### src/rtl/fx_switch_ctrl.sv
// Effect-switch controller: debounces the effect switches and hides each
// enable change behind a fade-out / swap / fade-in of the audio gain, so an
// effect block is never switched while audio passes through it.
//
//  state    | meaning
//  ---------+-----------------------------------------------------------
//  IDLE     | gain at unity, enables match the debounced switches
//  FADE_OUT | gain stepping down once per frame, until it reaches 0
//  SWAP     | one clk at zero gain: load the enables from the switches
//  FADE_IN  | gain stepping up to unity; a new switch change turns it back
module fx_switch_ctrl #(
   parameter int RESOLUTION = 24,
   parameter int NUM_FX     = 2,
   parameter int DEBOUNCE   = 65536,
   parameter int STEP       = 8
) (
   input  logic                         clk,
   input  logic                         reset,
   input  logic                         frame_tick,
   input  logic [NUM_FX-1:0]            sw,
   input  logic signed [RESOLUTION-1:0] data_in_L,
   input  logic signed [RESOLUTION-1:0] data_in_R,
   output logic signed [RESOLUTION-1:0] data_out_L,
   output logic signed [RESOLUTION-1:0] data_out_R,
   output logic [NUM_FX-1:0]            fx_en,
   output logic [7:0]                   gain,
   output logic                         busy
);

   localparam int CW = (DEBOUNCE > 1) ? $clog2(DEBOUNCE + 1) : 1;
   localparam logic [CW-1:0] DB_LOAD = CW'(DEBOUNCE - 1);
   localparam logic [7:0] GAIN_UNITY = 8'd128;
   localparam logic [7:0] GAIN_STEP  = 8'(STEP);
   localparam logic [7:0] GAIN_TOP   = 8'(128 - STEP);
   localparam int PW = RESOLUTION + 9;

   typedef enum logic [1:0] {IDLE, FADE_OUT, SWAP, FADE_IN} state_t;

   state_t            state;
   logic [NUM_FX-1:0] sw_sync1;
   logic [NUM_FX-1:0] sw_sync2;
   logic [NUM_FX-1:0] sw_cand;
   logic [NUM_FX-1:0] sw_stable;
   logic [CW-1:0]     db_cnt;

   // Synchronize, then accept a new switch pattern once it has held for the
   // debounce window; the down-counter restarts whenever the pattern moves.
   always_ff @(posedge clk) begin
      if (reset) begin
         sw_sync1  <= '0;
         sw_sync2  <= '0;
         sw_cand   <= '0;
         sw_stable <= '0;
         db_cnt    <= '0;
      end else begin
         sw_sync1 <= sw;
         sw_sync2 <= sw_sync1;
         if (sw_sync2 != sw_cand) begin
            sw_cand <= sw_sync2;
            db_cnt  <= DB_LOAD;
         end else if (sw_cand != sw_stable) begin
            if (db_cnt == '0)
               sw_stable <= sw_cand;
            else
               db_cnt <= db_cnt - CW'(1);
         end
      end
   end

   // Fade sequencer; fx_en is only ever loaded in SWAP, i.e. at zero gain.
   always_ff @(posedge clk) begin
      if (reset) begin
         state <= IDLE;
         fx_en <= '0;
         gain  <= GAIN_UNITY;
         busy  <= 1'b0;
      end else begin
         case (state)
            IDLE: begin
               if (sw_stable != fx_en) begin
                  state <= FADE_OUT;
                  busy  <= 1'b1;
               end
            end
            FADE_OUT: begin
               if (gain == 8'd0)
                  state <= SWAP;
               else if (frame_tick)
                  gain <= (gain <= GAIN_STEP) ? 8'd0 : gain - GAIN_STEP;
            end
            SWAP: begin
               fx_en <= sw_stable;
               state <= FADE_IN;
            end
            FADE_IN: begin
               if (sw_stable != fx_en)
                  state <= FADE_OUT;
               else if (gain == GAIN_UNITY) begin
                  state <= IDLE;
                  busy  <= 1'b0;
               end else if (frame_tick)
                  gain <= (gain >= GAIN_TOP) ? GAIN_UNITY : gain + GAIN_STEP;
            end
            default: begin
               state <= IDLE;
               busy  <= 1'b0;
            end
         endcase
      end
   end

   logic signed [PW-1:0] ext_L;
   logic signed [PW-1:0] ext_R;
   logic signed [PW-1:0] ext_g;

   assign ext_L = PW'(data_in_L);
   assign ext_R = PW'(data_in_R);
   assign ext_g = $signed({{(RESOLUTION + 1){1'b0}}, gain});

   // Scale one sample per frame with the gain in force before this frame's step.
   always_ff @(posedge clk) begin
      if (reset) begin
         data_out_L <= '0;
         data_out_R <= '0;
      end else if (frame_tick) begin
         data_out_L <= RESOLUTION'((ext_L * ext_g) >>> 7);
         data_out_R <= RESOLUTION'((ext_R * ext_g) >>> 7);
      end
   end

endmodule

### config.mk
export PLATFORM = sky130hd
export DESIGN_NAME = fx_switch_ctrl
export DESIGN_NICKNAME = d
export VERILOG_FILES = /design/src/rtl/fx_switch_ctrl.sv
export SDC_FILE = /design/constraint.sdc
export NUM_CORES = 1
export LEC_CHECK = 0
export CELL_PAD_IN_SITES_DETAIL_PLACEMENT = 1
export CELL_PAD_IN_SITES_GLOBAL_PLACEMENT = 1
export CORE_ASPECT_RATIO = 0.6
export CORE_MARGIN = 8
export CORE_UTILIZATION = 47
export CTS_CLUSTER_DIAMETER = 30
export DETAILED_ROUTE_END_ITERATION = 8
export PLACE_DENSITY = 0.9
export SLEW_MARGIN = 10
export SYNTH_ARGS = -nofsm -noshare
export SYNTH_HDL_FRONTEND = slang
export SYNTH_SLANG_ARGS = --single-unit
### constraint.sdc
create_clock -name clk -period 7.5 [get_ports clk]
set_input_delay 1.5 -clock clk [delete_from_list [all_inputs] [get_ports clk]]
set_output_delay 1.5 -clock clk [all_outputs]
set_load 0.03 [all_outputs]
### Yosys cells after proc, flatten, opt, wreduce, memory -nomap -nowiden

Index checks and enable logic that the tools add are counted.

* register bits after elaboration: 86
* bits of input ports: 53
* output and inout port bits: 59
* word-level logic and storage cells: 71

* $add $sub $neg: 3
* $mul: 2
* $lt $le $gt $ge: 2
* eq/ne operators: 17
* multiplexer cells: 20
* bitwise operators: 2
* reduce and logical (&&, ||, !) cells: 13

Operators by type and width (number)
* $mul 24x9->31: 2
* $mux 8: 7
* $mux 16: 3
* $ne 2x2->1 const B: 9
* $logic_not 17->1: 1
* $sub 17x1->17 const B: 1
* $pmux 8 s2: 1
* $add 8x4->8 const B: 1
* $eq 8x8->1 const B: 1
* $ge 8x7->1 const B: 1
* $le 8x4->1 const B: 1
* $logic_not 8->1: 1
* $mux 2: 4
* $pmux 2 s4: 1
* $sub 8x4->8 const B: 1
* $ne 2x2->1: 3
* $reduce_and 3->1: 2
* $reduce_and 6->1: 1
* $reduce_bool 2->1: 3
* $eq 2x2->1 const B: 2
* $reduce_and 2->1: 2
* $reduce_and 4->1: 1
* $mux 1: 3
* $ne 3x3->1 const B: 1
* other kinds (5): 6

### Longest topological paths before layout

Gate-level depths: netlist of run 1.

* depth after elaboration: 6
* gate-level depth with buffers: 20
* gate-level depth less buffers: 17

### Least setup slack after synthesis of run 1

OpenSTA, ideal clock, no wires.

* path type: in2reg
* from: input port data_in_R[8]
* to: register data_out_R[14]
* arrival time: 5574 ps
* data required time: 7384 ps
* setup slack: 1809 ps
* stages on the path: 15
* path buffers: 0
* cells stage by stage: and2_1 > fa_1 > fa_1 > fa_1 > inv_1 > fa_1 > inv_1 > ha_1 > a21oi_1 > o22ai_1 > a311oi_2 > o21ai_1 > a31oi_1 > mux2_2 > a31o_2

* cells in the longest elaborated chain, start to end: 1

Ends and longest elaborated chain
* start, declared: RTL line 22 `input logic signed [RESOLUTION-1:0] data_in_R,`
* $mul 24x9->31: RTL line 127 `data_out_R <= RESOLUTION'((ext_R * ext_g) >>> 7);`
* end signal, assigned: RTL line 127
* end, declared: RTL line 24 `output logic signed [RESOLUTION-1:0] data_out_R,`

Every way passes these cells.
A chain may end at the register's enable or synchronous reset.

### Final worst setup path of run 1

* from: input port data_in_L[6]
* to: register data_out_L[22]

* cells in the longest elaborated chain, start to end: 1

Ends and longest elaborated chain
* start, declared: RTL line 21 `input logic signed [RESOLUTION-1:0] data_in_L,`
* $mul 24x9->31: RTL line 126 `data_out_L <= RESOLUTION'((ext_L * ext_g) >>> 7);`
* end signal, assigned: RTL line 126
* end, declared: RTL line 23 `output logic signed [RESOLUTION-1:0] data_out_L,`

Every way passes these cells.

==> results.sh, run 1 <==
export IMPL_die_h_um=149
export IMPL_startpoint="data_in_L[6]"
export IMPL_post_cts_setup_buffer_count=0
export IMPL_first_global_vias=13000
export IMPL_drv_slew=0
export IMPL_gr_total_overflow=0
export IMPL_synth_seq_cells=83
export IMPL_wirelength_um=40900
export IMPL_layout_common_cells="inv_1 (295), fa_1 (210), and2_1 (197)"
export IMPL_portBuffers=108
export IMPL_root_buffer="clkbuf_16"
export IMPL_synthesis_area_mm2=0.0138
export IMPL_cts_sink_count=83
export IMPL_crit_fanout=5
export IMPL_final_setup_viol_count=0
export IMPL_synth_edf_count=0
export IMPL_fin_setup_tns_ps=0
export IMPL_min_from="data_out_R[22]"
export IMPL_antenna_found_initial=1
export IMPL_grt_use_total_pct=23.8
export IMPL_max_slew_margin_pct=34.3
export IMPL_ant_nets=0
export IMPL_fin_skew_ps=9.43
export IMPL_worstSetupPathType="input port to flop"
export IMPL_core_area_mm2=0.0288
export IMPL_synth_ff_type="dfxtp_1"
export IMPL_pwr_share_clk_pct=9.9
export IMPL_path_clk_slew_ps=60
export IMPL_max_cap_viol_count=0
export IMPL_hold_viol_final=0
export IMPL_grt_setup_unrepaired="false"
export IMPL_clk_path_buf_depth=2
export IMPL_r2r_start="gain[4]"
export IMPL_holdCritPathClass="flop to flop"
export IMPL_pin_count=112
export IMPL_drt_pass1_iterations=5
export IMPL_rows=48
export IMPL_powerDensity_mw_per_mm2=332
export IMPL_dp_final_hpwl_um=33600
export IMPL_route_detailed_drc=0
export IMPL_die_area_mm2=0.0353
export IMPL_cp_start_kind="input port"
export IMPL_areaGrowthSynthToFinish_pct=15.1
export IMPL_post_cts_resize_count=0
export IMPL_switching_share_pct=52.6
export IMPL_ctsHoldBuffers=0
export IMPL_max_freq_mhz=157
export IMPL_p_int_mw=2.50
export IMPL_worstPathArrival_ps=6610
export IMPL_async_flop_share_pct=0
export IMPL_yosysWarnings=0
export IMPL_grt_max_degree=51
export IMPL_drive_above_1_share_pct=3.05
export IMPL_drt_initial_drc_count=701
export IMPL_nFillCells=3426
export IMPL_insertion_delay_ps=380
export IMPL_peakVddDrop_v=0.000262
export IMPL_grt_pass1_wl_um=67600
export IMPL_p_leak_nw=7.84
export IMPL_htree_num_levels=3
export IMPL_syn_inst=1569
export IMPL_ys_seq_area_share_pct=12.0
export IMPL_status="completed"
export IMPL_place_congestion=0.905
export IMPL_period_share_pct=84.7
export IMPL_wire_per_inst_um=19.4
export IMPL_cts_buffers=9
export IMPL_p_sw_mw=2.78
export IMPL_comb_power_share_pct=77.4
export IMPL_crit_required_ps=7760
export IMPL_final_common_cell="inv_1"
export IMPL_viasPerCell=5.31
export IMPL_nets=2140
export IMPL_die_w_um=237
export IMPL_end_kind="flop"
export IMPL_synth_distinct_cells=66
export IMPL_cts_tree="yes"
export IMPL_period_needed_ps=6350
export IMPL_max_slew_worst_pin_slew_ps=983
export IMPL_postLayoutSetupSlackWorst_ps=1150
export IMPL_num_vias=11200
export IMPL_share_seq_of_total_power_pct=12.7
export IMPL_pre_cts_slack_ps=804
export IMPL_avgSynthCellArea_um2=8.80
export IMPL_initial_utilization_pct=47.9
==> metrics by stage <==
step	total power [mW]	area, µm²	utilization, %	cells	hold slack [ps]
after detailed placement	4.71	15600	54.0	2094	450
final	5.28	15900	55.1	2111	457
after global routing	5.78	15900	55.1	2111	479
after floorplan	3.51	14100	-	1656	414
after CTS	5.28	15900	55.1	2110	463
after global placement	4.41	15600	54.0	2094	435
==> path summary, 6_finish.rpt <==
| path | depth (start not counted) | end | slack, ps |
|---|---|---|---|
| setup / recovery | 17 | data_out_L[22] | 1150 |
| hold / removal | 2 | data_out_R[22] | 460 |
| setup reg to reg | 17 | data_out_L[22] | 1700 |
| hold reg to reg | 2 | data_out_R[22] | 460 |
==> power by group through the flow <==
stage          clock network (mW)  registers (mW)  logic [mW]
3_3_place_gp                    0           0.674        3.73
6_report                    0.522           0.672        4.09
2_1_floorplan                   0           0.802        2.71
4_1_cts                     0.535           0.674        4.07
3_5_place_dp                    0           0.682        4.03
5_1_grt                     0.550           0.687        4.55
==> kinds of logic (layout without fill, tap and decap cells) <==
group | after synthesis | count (layout) | share of synthesized area [%]
DFF | 83 | 83 | 12.0
and+or+nand+nor | 467 | 467 | 18.2
adders and majority gates | 357 | 357 | 43.8
other | 2 | 90 | 0.0544
AOI/OAI and AO/OA | 235 | 235 | 11.6
xor gates and xnor gates | 61 | 61 | 3.87
muxes | 11 | 11 | 0.807
buffers and inverters | 353 | 432 | 9.68
==> Yosys cell counts, types with 10 or more instances <==
master / number / area [µm²]
a211oi_1: 12 / 90.1
a21o_1: 23 / 173
a21oi_1: 67 / 335
and2_1: 197 / 1230
and3_1: 13 / 81.3
clkbuf_1: 54 / 203
dfxtp_1: 83 / 1660
fa_1: 210 / 4200
ha_1: 147 / 1840
inv_1: 295 / 1110
mux2i_1: 10 / 100
nand2_1: 105 / 394
nand3_1: 19 / 95.1
nor2_1: 59 / 221
nor2b_1: 12 / 75.1
nor3_1: 20 / 100
o21ai_0: 42 / 210
or3_1: 11 / 68.8
xnor2_1: 34 / 298
xor2_1: 27 / 236
==> per-layer routing <==
layer  global-route usage (%)  part of all wire, %  up-vias
met5                        0                    0        -
met4                     6.34                  2.1        0
met3                     4.17                  4.0       63
met2                     43.4                   51      253
met1                     28.9                   43     5681
li1                         -                    -     5206
==> state kept, by name, indices dropped and copies added (netlist names), 2 cells and up <==
name,cells
data_out_L,24
sw_sync1,2
sw_stable,2
state,2
data_out_R,24
gain,5
fx_en,2
sw_cand,2
db_cnt,17
sw_sync2,2
==> critical path: stages <==
cell,delay (ps)
clkdlybuf4s50_1,600
nand2_1,130
fa_1,580
inv_1,50
fa_1,510
fa_1,530
inv_1,60
fa_1,470
inv_1,40
ha_1,350
nand2_1,80
o21ai_0,250
a211oi_1,140
or3_1,430
a21oi_1,580
a211o_1,230
nand3_1,60
==> final cells by class <==
type / instances / area [µm²] / area share (%)
tap: 375 / 469 / 2.95
clock inverter: 7 / 111 / 0.700
multi-input combinational: 1220 / 11100 / 70.1
sequential: 83 / 1670 / 10.5
inverter: 295 / 1110 / 6.97
clock buffer: 9 / 225 / 1.42
antenna: 1 / 2.50 / 0.0157
timing repair buffer: 121 / 1170 / 7.38
Note: power is estimated with default switching activity, not from simulation.
==> run 2: changes to the inputs <==
clock period = 6 ns   (was 7.5 ns; I/O delays follow)
==> run 2 against run 1 <==
  * Sequential power up 28%
  * Highest routed layer unchanged
  * Die area unchanged
  * Worst hold slack worse by 7.6 ps
  * Clock-buffer cell count unchanged
  * Cell area up 2.6%
  * Largest power group unchanged
  * Power up 34%
  * Sequential share of layout area down 0.27 points
  * Critical path depth unchanged
  * Via count up 3.7%
  * Combinational power up 38%
  * Routed wire length up 4.5%
  * Critical path type unchanged
==> results.sh, run 2 (synthesis results as in run 1) <==
export IMPL_first_global_vias=13200
export IMPL_powerDensity_mw_per_mm2=435
export IMPL_peakVddDrop_v=0.000351
export IMPL_ant_nets=0
export IMPL_reg_top3="data_out_L x24, data_out_R x24, db_cnt x17"
export IMPL_pwr_share_clk_pct=8.2
export IMPL_wirelength_um=42700
export IMPL_clk_path_buf_depth=2
export IMPL_core_area_mm2=0.0288
export IMPL_grt_max_degree=58
export IMPL_cts_sink_count=83
export IMPL_rrSetupSlack_ps=280
export IMPL_final_cells=2169
export IMPL_dp_final_hpwl_um=35000
export IMPL_place_congestion=0.889
export IMPL_insertion_delay_ps=380
export IMPL_nets=2198
export IMPL_r2r_end="data_out_R[14]"
export IMPL_path_clk_slew_ps=70
export IMPL_p_total_mw=7.09
export IMPL_period_needed_ps=5860
export IMPL_share_seq_of_total_power_pct=12.2
export IMPL_p_int_mw=3.44
export IMPL_route_detailed_drc=0
export IMPL_status="completed"
export IMPL_postLayoutSetupSlackWorst_ps=144
export IMPL_drv_slew=0
export IMPL_worstSetupPathType="input port to flop"
export IMPL_p_sw_mw=3.65
export IMPL_gr_total_overflow=0
export IMPL_grt_pass1_wl_um=69400
export IMPL_root_buffer="clkbuf_16"
export IMPL_drt_pass1_iterations=6
export IMPL_areaGrowthSynthToFinish_pct=18.1
export IMPL_final_setup_viol_count=0
export IMPL_comb_power_share_pct=79.6
export IMPL_placed_area_mm2=0.0160
export IMPL_layout_common_cells="inv_1 (295), fa_1 (210), and2_1 (197)"
export IMPL_num_vias=11600
export IMPL_cts_tree="yes"
export IMPL_die_area_mm2=0.0353
export IMPL_initial_utilization_pct=47.9
export IMPL_worstPathArrival_ps=6120
export IMPL_end_kind="flop"
export IMPL_pre_cts_slack_ps=-240
export IMPL_hold_end="data_out_L[15]"
export IMPL_hold_depth=2
export IMPL_final_common_cell="inv_1"
export IMPL_viasPerCell=5.36
export IMPL_fin_skew_ps=15.9
export IMPL_max_slew_margin_pct=15.5
export IMPL_period_share_pct=97.6
export IMPL_min_from="data_out_L[15]"
export IMPL_rows=48
export IMPL_max_freq_mhz=171
export IMPL_r2r_start="gain[4]"
export IMPL_cts_buffers=9
export IMPL_final_area_mm2=0.0163
export IMPL_max_slew_worst_pin_slew_ps=1270
export IMPL_drive_above_1_share_pct=6.41
export IMPL_wire_per_inst_um=19.7
export IMPL_placed_cells=2152
export IMPL_ctsHoldBuffers=0
export IMPL_die_h_um=149
export IMPL_grt_use_total_pct=24.4
export IMPL_die_w_um=237
export IMPL_antenna_found_initial=1
export IMPL_hold_viol_final=0
export IMPL_r2r_cells=16
export IMPL_switching_share_pct=51.5
export IMPL_portBuffers=108
export IMPL_max_cap_viol_count=0
export IMPL_grt_setup_unrepaired="false"
export IMPL_pin_count=112
export IMPL_holdCritPathClass="flop to flop"
export IMPL_drt_initial_drc_count=675
export IMPL_cp_start_kind="input port"
export IMPL_crit_fanout=5
export IMPL_p_leak_nw=8.10
export IMPL_crit_required_ps=6270
export IMPL_fin_setup_tns_ps=0
export IMPL_htree_num_levels=3
run 2: changes by cell type in the layout (fill, tap and decap cells not counted), moves of 2 or more:
cell	previous run	this run
buf_4	13	71
bufinv_16	2	0
clkinvlp_4	0	2
inv_8	0	2
run 2: worst max-delay path by stage:
stage / start / endpoint / slack (ps) / cells after the start
final: data_in_R[6] / data_out_R[14] / 140 / 17
after global routing: data_in_L[6] / data_out_L[16] / 3 / 18
after CTS: data_in_L[7] / data_out_L[19] / 150 / 17
after detailed placement: data_in_R[3] / data_out_R[23] / -240 / 16
after global placement: data_in_R[3] / data_out_R[23] / -160 / 16
after floorplan: gain[3] / data_out_R[14] / 450 / 19
run 2: final cells by class:
cell class                 count  area, µm²
clock buffer                   9        225
antenna                        1       2.50
multi-input combinational   1220      11200
clock inverter                 7       71.3
timing repair buffer         179       1610
inverter                     295       1110
fill                        3393      12500
tap                          375        469
sequential                    83       1670
run 2: metal layers:
metal / vias up / routed length [µm] / track usage (%)
met2: 327 / 21500 / 43.8
met1: 5878 / 18400 / 30.5
met5: - / 0 / 0
li1: 5318 / - / -
met4: 0 / 1010 / 6.50
met3: 92 / 1790 / 3.62
run 2: through the flow:
stage               utilization [%]  hold slack, ps
global placement               55.5             424
floorplan                         -             414
global route                   56.6             478
finish                         56.6             449
CTS                            56.5             452
detailed placement             55.5             443
run 2: what timing repair did:
item                                    in CTS  in global routing
resized for setup                            0                  5
endpoints found under the setup margin       0                  6
buffers inserted                             0                  0
run 2: power groups by stage:
stage,combinational [mW],clock (mW),sequential (mW)
after floorplan,3.39,0,1.00
after global placement,5.13,0,0.860
after detailed placement,5.52,0,0.873
after CTS,5.58,0.592,0.862
after global routing,6.21,0.610,0.879
final,5.64,0.580,0.863
run 2: worst max-delay path, stage by stage:
cell and delay [ps]:
clkdlybuf4s50_1 560, nand2_1 110, fa_1 580, inv_1 60
fa_1 490, fa_1 500, inv_1 50, fa_1 480
inv_1 50, ha_1 290, a21oi_1 190, o22ai_1 130
a311oi_2 420, o21ai_1 180, a31oi_1 260, mux2_2 370
a31o_2 210
==> run 3: changes to the inputs <==
--- a/config.mk
+++ b/config.mk
@@ -6,12 +6,13 @@
 export NUM_CORES = 1
 export LEC_CHECK = 0
+export CAP_MARGIN = 20
 export CELL_PAD_IN_SITES_DETAIL_PLACEMENT = 1
 export CELL_PAD_IN_SITES_GLOBAL_PLACEMENT = 1
 export CORE_ASPECT_RATIO = 0.6
 export CORE_MARGIN = 8
-export CORE_UTILIZATION = 47
+export CORE_UTILIZATION = 40
 export CTS_CLUSTER_DIAMETER = 30
 export DETAILED_ROUTE_END_ITERATION = 8
-export PLACE_DENSITY = 0.9
+export PLACE_DENSITY = 0.8
 export SLEW_MARGIN = 10
 export SYNTH_ARGS = -nofsm -noshare
==> constraint.sdc (replaced) <==
create_clock -name clk -period 6 [get_ports clk]
set_input_delay 1.8 -clock clk [delete_from_list [all_inputs] [get_ports clk]]
set_output_delay 1.8 -clock clk [all_outputs]
set_load 0.03 [all_outputs]
==> run 3 against run 2 <==
  * Clock skew decreased by 6.7 ps
  * Final cell count up 9.8%
  * Power increased by 21%
  * Maximum frequency shrank 1.8%
  * Worst setup slack lost 110 ps
  * Critical path depth increased by 1
==> results.sh, run 3 (synthesis results as in run 1) <==
export IMPL_final_common_cell="inv_1"
export IMPL_status="completed"
export IMPL_period_needed_ps=5970
export IMPL_holdCritPathClass="flop to flop"
export IMPL_viasPerCell=5.09
export IMPL_fin_setup_tns_ps=0
export IMPL_r2r_cells=17
export IMPL_worstPathArrival_ps=6210
export IMPL_worstSetupPathType="input port to flop"
export IMPL_htree_num_levels=3
export IMPL_first_global_vias=14000
export IMPL_max_slew_margin_pct=23.9
export IMPL_crit_required_ps=6250
export IMPL_grt_use_total_pct=22.1
export IMPL_rrSetupSlack_ps=550
export IMPL_powerDensity_mw_per_mm2=481
export IMPL_dp_final_hpwl_um=35600
export IMPL_max_slew_worst_pin_slew_ps=1140
export IMPL_layout_common_cells="inv_1 (288), fa_1 (201), buf_4 (197)"
export IMPL_wirelength_um=46900
export IMPL_hold_end="sw_sync2[1]"
export IMPL_final_setup_viol_count=0
export IMPL_areaGrowthSynthToFinish_pct=29.6
export IMPL_hold_viol_final=0
export IMPL_final_area_mm2=0.0179
export IMPL_insertion_delay_ps=370
export IMPL_crit_top_cell="fa_1"
export IMPL_antenna_cells=0
export IMPL_initial_utilization_pct=40.8
export IMPL_portBuffers=108
export IMPL_cts_sink_count=83
export IMPL_path_cells="dlygate4sd2_1 > nand2_1 > fa_1 > inv_1 > fa_1 > fa_1 > inv_1 > fa_1 > inv_1 > ha_1 > buf_4 > a21o_1 > a211oi_2 > buf_4 > nor4_4 > o21a_1 > or3_1 > a32o_1"
export IMPL_wire_per_inst_um=19.7
export IMPL_cts_tree="yes"
export IMPL_period_share_pct=99.4
export IMPL_clk_path_buf_depth=2
export IMPL_end_kind="flop"
export IMPL_crit_fanout=3
export IMPL_cpMaxStageDelayCell="fa_1"
export IMPL_pin_count=112
export IMPL_r2r_start="gain[3]"
export IMPL_multi_input_area_mm2=0.0117
export IMPL_hold_depth=1
export IMPL_cp_start_kind="input port"
export IMPL_antenna_found_initial=2
export IMPL_drv_slew=0
export IMPL_cts_buffers=9
export IMPL_p_leak_nw=8.99
export IMPL_drt_pass1_iterations=5
export IMPL_path_clk_slew_ps=70
export IMPL_placed_area_mm2=0.0170
export IMPL_num_vias=12100
export IMPL_drt_initial_drc_count=406
export IMPL_rows=52
export IMPL_ctsHoldBuffers=0
export IMPL_route_detailed_drc=0
export IMPL_gr_total_overflow=0
export IMPL_fin_skew_ps=9.17
export IMPL_max_cap_viol_count=0
export IMPL_core_area_mm2=0.0338
export IMPL_root_buffer="clkbuf_16"
export IMPL_regArea_mm2=0.00167
export IMPL_nets=2329
export IMPL_die_h_um=160
export IMPL_ant_nets=0
export IMPL_max_freq_mhz=168
export IMPL_postLayoutSetupSlackWorst_ps=34.9
export IMPL_pre_cts_slack_ps=-1040
export IMPL_grt_max_degree=50
export IMPL_p_total_mw=8.61
export IMPL_peakVddDrop_v=0.000347
export IMPL_drive_above_1_share_pct=18.5
export IMPL_reg_top3="data_out_L x24, data_out_R x24, db_cnt x17"
export IMPL_die_w_um=256
export IMPL_r2r_end="data_out_L[13]"
export IMPL_die_area_mm2=0.0409
export IMPL_grt_pass1_wl_um=73500
export IMPL_nFillCells=4006
export IMPL_min_from="sw_sync1[1]"
export IMPL_max_stage_delay_ps=560
export IMPL_place_congestion=0.853
export IMPL_fin_util_pct=52.9
run 3: where the power goes:
part           leakage (nW)  total (mW)  internal, mW  switching, mW
sequential            0.685       0.881         0.696          0.186
clock                 0.151       0.628         0.367          0.261
combinational          8.16        7.10          3.27           3.83
total                  8.99        8.61          4.33           4.28
run 3: per-stage QoR:
step,cells,hold slack (ps)
final,2382,454
after global routing,2382,467
after floorplan,1656,414
after CTS,2378,453
after global placement,2356,438
after detailed placement,2357,432
run 3: per-layer routing:
layer | vias to the layer above | part of all wire, % | GRT usage [%]
met5 | - | 0 | 0
met4 | 0 | 2.4 | 5.41
met3 | 90 | 4.0 | 3.16
met2 | 263 | 50 | 39.7
met1 | 6184 | 44 | 27.6
li1 | 5580 | - | -
run 3: what timing repair did:
action                                  4_1_cts  5_1_grt
cloned                                        1        0
pin swaps                                    30       64
resized for setup                            84      137
endpoints found under the setup margin       35       34
setup buffers                                 5        5
run 3: cell type report:
class	instances	share of cell area (%)
clock buffers	10	1.28
clock inverters	5	0.489
inverters	295	6.19
multi-input cells	1221	65.5
flip-flops and latches	83	9.32
well taps	459	3.21
repair buffers	309	14.0
run 3: how the worst max path moves through the flow:
stage / endpoint / from / slack, ps
after floorplan: data_out_R[14] / data_in_R[8] / 9
after global placement: data_out_R[23] / data_in_R[5] / -970
after detailed placement: data_out_R[23] / data_in_R[5] / -1040
after CTS: data_out_R[23] / data_in_R[7] / -30
after global routing: data_out_L[16] / data_in_L[8] / -120
final: data_out_L[13] / data_in_L[8] / 30
run 3: critical path, delay by kind of cell:
kind	cells	cell delay [ps]
and+or+nand+nor	3	450
adders and majority gates	5	2380
buffers and inverters	6	740
AOI/OAI and AO/OA	4	850
